`config.mk`:
```
export PLATFORM = sky130hd
export DESIGN_NAME = randomizer_frame_ctrl
export DESIGN_NICKNAME = d
export VERILOG_FILES = /design/src/rtl/rnd_pkg.sv /design/src/rtl/randomizer_frame_ctrl.sv
export SDC_FILE = /design/constraint.sdc
export NUM_CORES = 1
export LEC_CHECK = 0
export CORE_MARGIN = 2
export CORE_UTILIZATION = 40
export DETAILED_ROUTE_END_ITERATION = 6
export PLACE_DENSITY = 0.77
export SLEW_MARGIN = 20
export SYNTH_ARGS = -nofsm -noshare
export SYNTH_HDL_FRONTEND = slang
export SYNTH_SLANG_ARGS = --single-unit
export TNS_END_PERCENT = 1
```
`constraint.sdc`:
```
create_clock -name i_clk -period 1.8 [get_ports i_clk]
set_input_delay 0.36 -clock i_clk [delete_from_list [all_inputs] [get_ports i_clk]]
set_output_delay 0.36 -clock i_clk [all_outputs]
set_load 0.02 [all_outputs]
```
`src/rtl/rnd_pkg.sv`:
```
// Shared types and constants for the CCSDS randomizer frame controller and its randomizer.
package rnd_pkg;

   localparam int unsigned SYM_W = 2;

   // Gold-sequence LFSR seeds loaded by the companion randomizer on reseed
   localparam logic [17:0] X_SEED = 18'h00001;
   localparam logic [17:0] Y_SEED = 18'h3FFFF;

   typedef enum logic [1:0] {
      IDLE = 2'd0,
      SEED = 2'd1,
      RUN  = 2'd2
   } state_t;

   typedef struct packed {
      logic [SYM_W-1:0] data;
      logic             last;
   } beat_t;

endpackage

```
`src/rtl/randomizer_frame_ctrl.sv`:
```
// Frame sequencer and symbol scrambler driving an external CCSDS Gold-sequence randomizer.
// Optional RND_BYPASS_EN adds i_bypass to pass symbols through unscrambled.
module randomizer_frame_ctrl
   import rnd_pkg::*;
#(
   parameter int unsigned FRAME_LEN = 1024,
   parameter int unsigned CNT_W     = 11
) (
   input  logic             i_clk,
   input  logic             i_reset_n,
   input  logic             i_start,
   input  logic             i_continuous,
   input  logic             i_abort,
   input  logic             i_valid,
   input  logic [SYM_W-1:0] i_data,
`ifdef RND_BYPASS_EN
   input  logic             i_bypass,
`endif
   output logic             o_ready,
   output logic             o_valid,
   output logic [SYM_W-1:0] o_data,
   output logic             o_last,
   input  logic             i_out_ready,
   output logic             o_rnd_reset,
   output logic             o_rnd_en,
   input  logic [SYM_W-1:0] i_rnd,
   output logic             o_busy
);

   localparam logic [CNT_W-1:0] LAST_CNT = CNT_W'(FRAME_LEN - 1);

   state_t           state_q;
   state_t           state_d;
   logic [CNT_W-1:0] cnt_q;
   beat_t            beat_q;
   logic             valid_q;

   logic             abort_taken_c;
   logic             accept_c;
   logic             last_sym_c;
   logic [SYM_W-1:0] mask_c;

   // A reset arriving mid-frame is treated exactly like an abort
   assign abort_taken_c = (i_abort | ~i_reset_n) & (state_q != IDLE);
   assign last_sym_c    = (cnt_q == LAST_CNT);
   assign o_ready       = (state_q == RUN) & i_reset_n & ~i_abort & (~valid_q | i_out_ready);
   assign accept_c      = i_valid & o_ready;

`ifdef RND_BYPASS_EN
   assign mask_c = i_bypass ? '0 : i_rnd;
`else
   assign mask_c = i_rnd;
`endif

   // Frame sequencing: one reseed cycle before every frame, abort overrides all
   always_comb begin
      state_d = state_q;
      case (state_q)
         IDLE: if (i_start) state_d = SEED;
         SEED: state_d = RUN;
         RUN: begin
            if (accept_c && last_sym_c) state_d = i_continuous ? SEED : IDLE;
         end
         default: state_d = IDLE;
      endcase
      if (abort_taken_c) state_d = IDLE;
   end

   always_ff @(posedge i_clk) begin
      if (!i_reset_n) state_q <= IDLE;
      else            state_q <= state_d;
   end

   // Symbol counter and single-entry output register
   always_ff @(posedge i_clk) begin
      if (!i_reset_n) begin
         cnt_q   <= '0;
         valid_q <= 1'b0;
         beat_q  <= '0;
      end else if (abort_taken_c) begin
         cnt_q   <= '0;
         valid_q <= 1'b0;
      end else if (accept_c) begin
         beat_q  <= '{data: i_data ^ mask_c, last: last_sym_c};
         valid_q <= 1'b1;
         cnt_q   <= last_sym_c ? '0 : cnt_q + CNT_W'(1);
      end else if (valid_q && i_out_ready) begin
         valid_q <= 1'b0;
      end
   end

   assign o_valid     = valid_q;
   assign o_data      = beat_q.data;
   assign o_last      = beat_q.last;
   assign o_busy      = (state_q != IDLE);
   assign o_rnd_en    = accept_c;
   assign o_rnd_reset = ~i_reset_n | (state_q == SEED) | abort_taken_c;

endmodule

```
Yosys cells after proc, flatten, opt, wreduce, memory -nomap -nowiden. Index checks and enable logic that the tools add are counted.

Flip-flop bits (word level): 17. Input bits: 11. Output and inout port bits: 8. Logic and storage cells: 40.

$add $sub $neg: 1. Equal/unequal tests: 5. Multiplexer cells: 7. Bitwise gates (word level): 14. Reduce and logical (&&, ||, !) cells: 8.

Operators by type and width (number): $add A11 B1 Y11 const B (1); $eq A11 B10 Y1 const B (1); $mux W11 (1); $pmux W2 S3 (1); $and A1 B1 Y1 (5); $mux W2 (2); $not A1 Y1 (4); $or A1 B1 Y1 (4); $reduce_and A2 Y1 (2); $reduce_bool A2 Y1 (2); $mux W1 (3); $eq A2 B1 Y1 const B (1); $eq A2 B2 Y1 const B (1); $logic_and A1 B1 Y1 (2); $logic_not A2 Y1 (1); $ne A2 B1 Y1 const B (1); $ne A2 B2 Y1 const B (1); $reduce_or A2 Y1 (1); $xor A2 B2 Y2 (1).

Depth between registers and ports, before layout.
Depth after elaboration: 8. Depth in mapped cells: 5.

Worst setup path before layout. Ideal clock, no wire load.

Kind: flip-flop to flip-flop. Start: reg cnt_q[0]. End: reg cnt_q[0]. Arrival time: 1411 ps. Data required time: 1676 ps. Slack: 265 ps. Stages on the path, launching flop included: 6. Period minus slack after synthesis: 1535 ps. Cell sequence: dfxtp_1 > ha_1 > inv_1 > or4_1 > o21ai_2 > nor2_1.

Longest elaborated chain between the ends: 2. Elaborated cells between the ends (all ways): 3. Those cells by class: add/sub (1); eq/ne (1); mux (1).

RTL lines: from (decl) (line randomizer_frame_ctrl.sv:34) `logic [CNT_W-1:0] cnt_q;`; from (signal assigned) (line randomizer_frame_ctrl.sv:86) `cnt_q <= last_sym_c ? '0 : cnt_q + CNT_W'(1);`; $add A11 B1 Y11 or $eq A11 B10 Y1 (tied branches) (line randomizer_frame_ctrl.sv:86, randomizer_frame_ctrl.sv:45); $mux W11 * (line randomizer_frame_ctrl.sv:86).

Mark *: on every way between the ends. The rest lies on a longest branch, timed or not. A chain may end at the register's enable or synchronous reset.

Worst setup path after layout.
Start: in i_out_ready. End: reg cnt_q[9].

Longest elaborated chain between the ends: 3.

RTL lines: from (decl) (line randomizer_frame_ctrl.sv:23) `input logic i_out_ready,`; $or A1 B1 Y1 (line randomizer_frame_ctrl.sv:46) `assign o_ready = (state_q == RUN) & i_reset_n & ~i_abort & (~valid_q | i_out_ready);`; $and A1 B1 Y1 (line randomizer_frame_ctrl.sv:46); $and A1 B1 Y1 (line randomizer_frame_ctrl.sv:47) `assign accept_c = i_valid & o_ready;`.

Every way passes these cells.

==> impl_metrics.toml <==
[yosys]
postSynthAreaPerCell_sq_um = 8.81
synthFlopType = "dfxtp_1"
syn_area_sq_um = 828
ys_warn_count = 0
seq_area_frac_synth_pct = 41.1
syn_nets = 106
ys_async_sr_fraction_pct = 0
synth_edf_count = 0
syn_inst = 94
yosysUniqueCellTypes = 33
ys_ff_latch = 17

[pwr]
power_density_mw_per_mm2 = 561
vdd.ir_drop.worst_v = 0.000522
p_sw_uw = 158
p_leak_nw = 0.458
seq_power_share_pct = 57.7
share_comb_of_total_power_pct = 11.7
intPower_uw = 505
power.share.switching_pct = 23.8
clockPowerShare_pct = 30.6

[route]
wirelength_um = 2030
drt-wirelength-per-cell_um = 12.7
drt_first_pass_iters = 4
num_vias = 828
avgViaCountPerCell = 5.18
drc = 0
drt-initial-drc-count = 16
antenna_left = 0

[floorplanning]
num_io_pins = 19
die_area_sq_mm = 0.00245
chipHeight_um = 49.5
initial_core_util_pct = 42.2
num_rows = 16
core_area_sq_mm = 0.00196
die-width_um = 49.5

[global_routing]
grt-ovfl-total = 0
antenna_found_initial = 0
grt_max_degree = 11
first_global_vias = 818
grt_pass1_wl_um = 3550
grt_usage_pct = 18.4

[cells_and_area]
final_common_cell = "buf_4"
syn_to_final_growth_pct = 42.6
utilization_pct = 60.2
final_cell_mix = "buf_4, dfxtp_1, nand2_1, clkdlybuf4s50_1"
final-instance-count-excl-fill = 160
diodes = 0
drive_gt1_share_pct = 21.8
final_area_sq_mm = 0.00118
fin_nets = 146

[critical_path]
crit_arrival_ns = 1.93
crit_slowest_cell = "clkdlybuf4s50_1"
r2r-start = "state_q[0]$_SDFFE_PP0P_"
slowest_delay_ns = 0.47
rrSetupSlack_ns = 0.10
r2r_cells = 5
start_kind = "input pin"
reg2reg_to = "cnt_q[7]$_SDFFE_PP0P_"
path_class = "input pin to flop"
cp-end-kind = "flop"
crit_fanout = 3
cpLargestDelayFamily = "simple AND/OR/NAND/NOR gates"
crit_buf_inv = 2
path_cells = "clkdlybuf4s50_1 -> nand2b_1 -> buf_4 -> nand4_1 -> or4_1 -> a21oi_1"
critPathRequiredTime_ns = 2.02

[placement]
dpl_cell_area_sq_mm = 0.00117
routabilityCongestion = 0.807
port_buffers = 18
hpwlAfterDp_um = 1610
place_inst = 156

[timing]
finalCriticalPeriod_ns = 1.71
rsz0062_at_grt = "no"
slew-limit-headroom_pct = 72.3
skew_ns = 0.0123
max_freq_mhz = 584
setup_viol = 0
worstMarginPinSlew_ns = 0.412
final.setup.tns_ns = 0
drv_slew = 0
hold_viol_final = 0
period_share_pct = 95.2

[hold_path]
hold_path_startpoint = "cnt_q[10]$_SDFFE_PP0P_"
whs_path_depth = 2
holdPathEnd = "cnt_q[10]$_SDFFE_PP0P_"
hold_path_class = "flop to flop"

[clock_tree]
cts_inserted_buffers = 3
h-tree-depth = 1
ctsResizeCount = 16
clock-sinks = 17
post_cts_buffers = 0
clk_latency_ns = 0.29
path_clk_slew_ns = 0.11
cts.path.max_buffers = 2
cts_tree = "yes"
root_buffer = "clkbuf_4"
holdBufCountCts = 0

[status]
status = "finished clean"

[flow_run]
cap_viol_max_count = 0
Yosys cell counts (2+ instances only):
library cell   n  area share, %
or4_1          3            2.7
nor4_1         3            2.3
and2_1         2            1.5
nor2_1         7            3.2
xnor2_1        6            6.3
nand2b_1       2            1.5
nand2_1       12            5.4
dfxtp_1       17             41
o21ai_0        2            1.2
o31ai_1        3            2.7
inv_1          3            1.4
nor3_1         2            1.2
nand3_1        3            1.8
nand4_1        3            2.3
o211a_1        2            2.4
a21oi_1        7            4.2
worst max path at each step:
stage / startpoint / to / slack [ns] / depth (start not counted)
floorplan: cnt_q[0]$_SDFFE_PP0P_ / cnt_q[0]$_SDFFE_PP0P_ / 0.27 / 5
global placement: i_abort / o_rnd_en / -0.44 / 5
detailed placement: i_abort / o_rnd_en / -0.49 / 5
CTS: i_out_ready / cnt_q[9]$_SDFFE_PP0P_ / 0.08 / 6
global route: i_out_ready / cnt_q[9]$_SDFFE_PP0P_ / 0.007 / 6
finish: i_out_ready / cnt_q[9]$_SDFFE_PP0P_ / 0.09 / 6
worst register-to-register path: stages (launching register included):
cell	delay [ns]
dfxtp_1	0.37
and4bb_4	0.37
nand3_4	0.08
buf_4	0.17
or4_1	0.49
a21oi_1	0.14
per-stage QoR:
step / power, mW / setup slack (ns) / hold slack (ns)
floorplan: 0.420 / 0.265 / 0.420
global placement: 0.473 / -0.442 / 0.429
detailed placement: 0.475 / -0.490 / 0.441
CTS: 0.669 / 0.0777 / 0.457
global route: 0.698 / 0.00733 / 0.492
finish: 0.663 / 0.0869 / 0.462
routing by layer:
metal | global-route usage, % | part of all wire (%) | vias to the layer above
li1 | - | - | 420
met1 | 23.1 | 46 | 377
met2 | 31.5 | 47 | 25
met3 | 3.94 | 4.7 | 6
met4 | 6.02 | 1.9 | 0
met5 | 0 | 0 | -
area by class of cell:
class / count / area [sq um]
fillers: 194 / 781
repair buffers: 35 / 292
well taps: 27 / 33.8
clock buffers: 3 / 22.5
multi-input cells: 73 / 473
clock inverters: 1 / 5.00
inverters: 4 / 15.0
flip-flops and latches: 17 / 340
state kept, by name, indices dropped and copies added, names as in the netlist:
name     flops
o_last       1
state_q      2
cnt_q       11
o_valid      1
o_data       2
power by group through the flow:
stage                     Sequential (mW)  Combinational [mW]  Clock (mW)
after global routing                0.383              0.0842       0.231
final                               0.382              0.0778       0.203
after global placement              0.391              0.0820           0
after detailed placement            0.391              0.0837           0
after CTS                           0.382              0.0783       0.208
after floorplan                     0.390              0.0297           0
cell families (layout without fill, tap and decap cells):
logic type,after synthesis,after routing,synth area share [%]
xor+xnor,7,7,7.40
flops,17,17,41.1
buf+inv,4,43,1.81
simple gates,47,47,33.5
compound gates,18,18,14.7
fa+ha+maj,1,1,1.51
Power figures use the tool's default switching activity.
==> RTL change, RTL diff (same settings) <==
Set the package constant `SYM_W` to 3 (it was 2).
--- a/src/rtl/rnd_pkg.sv
+++ b/src/rtl/rnd_pkg.sv
@@ -1,7 +1,7 @@
 // Shared types and constants for the CCSDS randomizer frame controller and its randomizer.
 package rnd_pkg;
 
-   localparam int unsigned SYM_W = 2;
+   localparam int unsigned SYM_W = 3;
 
    // Gold-sequence LFSR seeds loaded by the companion randomizer on reseed
    localparam logic [17:0] X_SEED = 18'h00001;
Interface: changed (resized i_data, i_rnd and o_data); port bits go from 19 to 22. The function was not compared with the original's and may differ.
==> RTL change against the unedited design <==
Design area up 3.7%; sequential cell count up 1; area after synthesis up 6.8%; routed wire length up 2.7%; hold slack worse by 0.017 ns; setup slack worse by 0.041 ns; register-to-register slack better by 0.10 ns; via count up 1.3%; power up 12%.
==> RTL change: results (changes against the unedited design) <==
- Crit path from: i_reset_n
- Synth Net Count: 109 (+2.8%)
- Capture point of the worst path: o_ready
- Logic inverters: 2 (-2)
- Setup WS pre-CTS: -0.4280 ns (+0.06150 ns)
- Total GRT Usage: 0.1783 (-0.006212)
- Iteration-0 DRC Markers: 7 (-9)
- Cts hold-fix bufs: 0 (unchanged)
- Sink Count: 18 (+1)
- Leak: 0.4785 nW (+4.5%)
- Vias: 839 (+1.3%)
- Placed Instance Area: 0.001209 mm^2 (+3.3%)
- NonClk Buf Share: 0.2339 (-0.01291)
- Half-perimeter wire length after placement: 1555 um (-3.5%)
- # clk buffers: 3 (unchanged)
- CP Data Arrival Time: 1.39 ns (-0.54 ns)
- Top Family by Delay on Critical Path: buffers and inverters
- Synth area leaders: dfxtp_1 41%, a21oi_1 4.5%, nand2_1 4.2%
- #MultiIn Comb: 74 (+1.4%)
- DR WL/cell: 13.26 um (+4.7%)
- Mapped Area: 884.6 um^2 (+6.8%)
- Fraction of area in multi-input gates: 0.4188 (+0.01837)
- Share of layout cells above drive strength 1: 0.1860 (-0.03200)
- Clk_lat worst skew: 0.29 ns (about the same)
- Sequential fraction of the synthesis area: 0.4074 (-0.003521)
- Clock root buffer: clkbuf_4
- Crit Reg-Reg Endpoint: cnt_q[3]$_SDFFE_PP0P_
- Finished Layout Cells: 157 (-1.9%)
- Signal buffers: 32 (-8.6%)
- ClkCell Share: 0.01839 (-0.004919)
- First-pass GRT wire length: 3581 um (+0.79%)
- Synth unique cells: 35 (+6.1%)
- Skew final: 0.006668 ns (-0.005594 ns)
- Post-layout nets: 145 (-0.68%)
- R2r startpoint: cnt_q[0]$_SDFFE_PP0P_
- Initial antenna violation count: 0 (unchanged)
- Final period util: 0.9745 (+0.02277)
- Reg area: 360.3 um^2 (+5.9%)
- Status: completed
- Clock Path Buffers: 2 (unchanged)
- Fraction of area in registers: 0.2942 (+0.006043)
- Worst Path Max Fanout: 3 (unchanged)
- Pin count of the biggest net entering global routing: 10 (-1)
- Synth cell count leaders: 18 x dfxtp_1, 10 x nand2_1, 8 x a21oi_1
- IO Port Bufs: 21 (+3)
- Fillers: 185 (-4.6%)
RTL change: worst min path at each step:
stage,slack [ns],end,startpoint,cells after the start
4_1_cts,0.45,cnt_q[10]$_SDFFE_PP0P_,cnt_q[10]$_SDFFE_PP0P_,1
3_5_place_dp,0.43,cnt_q[10]$_SDFFE_PP0P_,cnt_q[10]$_SDFFE_PP0P_,1
6_report,0.44,cnt_q[10]$_SDFFE_PP0P_,cnt_q[10]$_SDFFE_PP0P_,1
3_3_place_gp,0.43,cnt_q[10]$_SDFFE_PP0P_,cnt_q[10]$_SDFFE_PP0P_,1
2_1_floorplan,0.42,cnt_q[10]$_SDFFE_PP0P_,cnt_q[10]$_SDFFE_PP0P_,1
5_1_grt,0.48,cnt_q[10]$_SDFFE_PP0P_,cnt_q[10]$_SDFFE_PP0P_,1
RTL change: report_power, final:
part | switching [mW] | leakage, nW | internal [mW]
clock | 0.127 | 0.0138 | 0.0778
combinational | 0.0578 | 0.319 | 0.0699
sequential | 0.00473 | 0.145 | 0.405
total | 0.189 | 0.478 | 0.553
RTL change: per-layer routing:
metal | vias to the layer above | wire length, um | track usage | part of all wire
li1 | 423 | - | - | -
met1 | 372 | 924 | 0.2152 | 0.44
met2 | 38 | 974 | 0.2879 | 0.47
met3 | 6 | 146 | 0.05848 | 0.070
met4 | 0 | 36 | 0.07658 | 0.017
met5 | - | 0 | 0 | 0
RTL change: cells by family after synthesis:
logic type | share of synthesized area
AOI/OAI and AO/OA | 0.1796
xor gates and xnor gates | 0.06931
adders and majority gates | 0.01414
buffers and inverters | 0.01272
DFF | 0.4074
muxes | 0.01132
and+or+nand+nor | 0.3055
RTL change: what timing repair did:
item | 4_1_cts | 5_1_grt
buffers inserted | 0 | 0
gates resized for setup | 13 | 5
setup endpoints to repair | 4 | 4
pin swaps | 0 | 1
cloned | 0 | 0
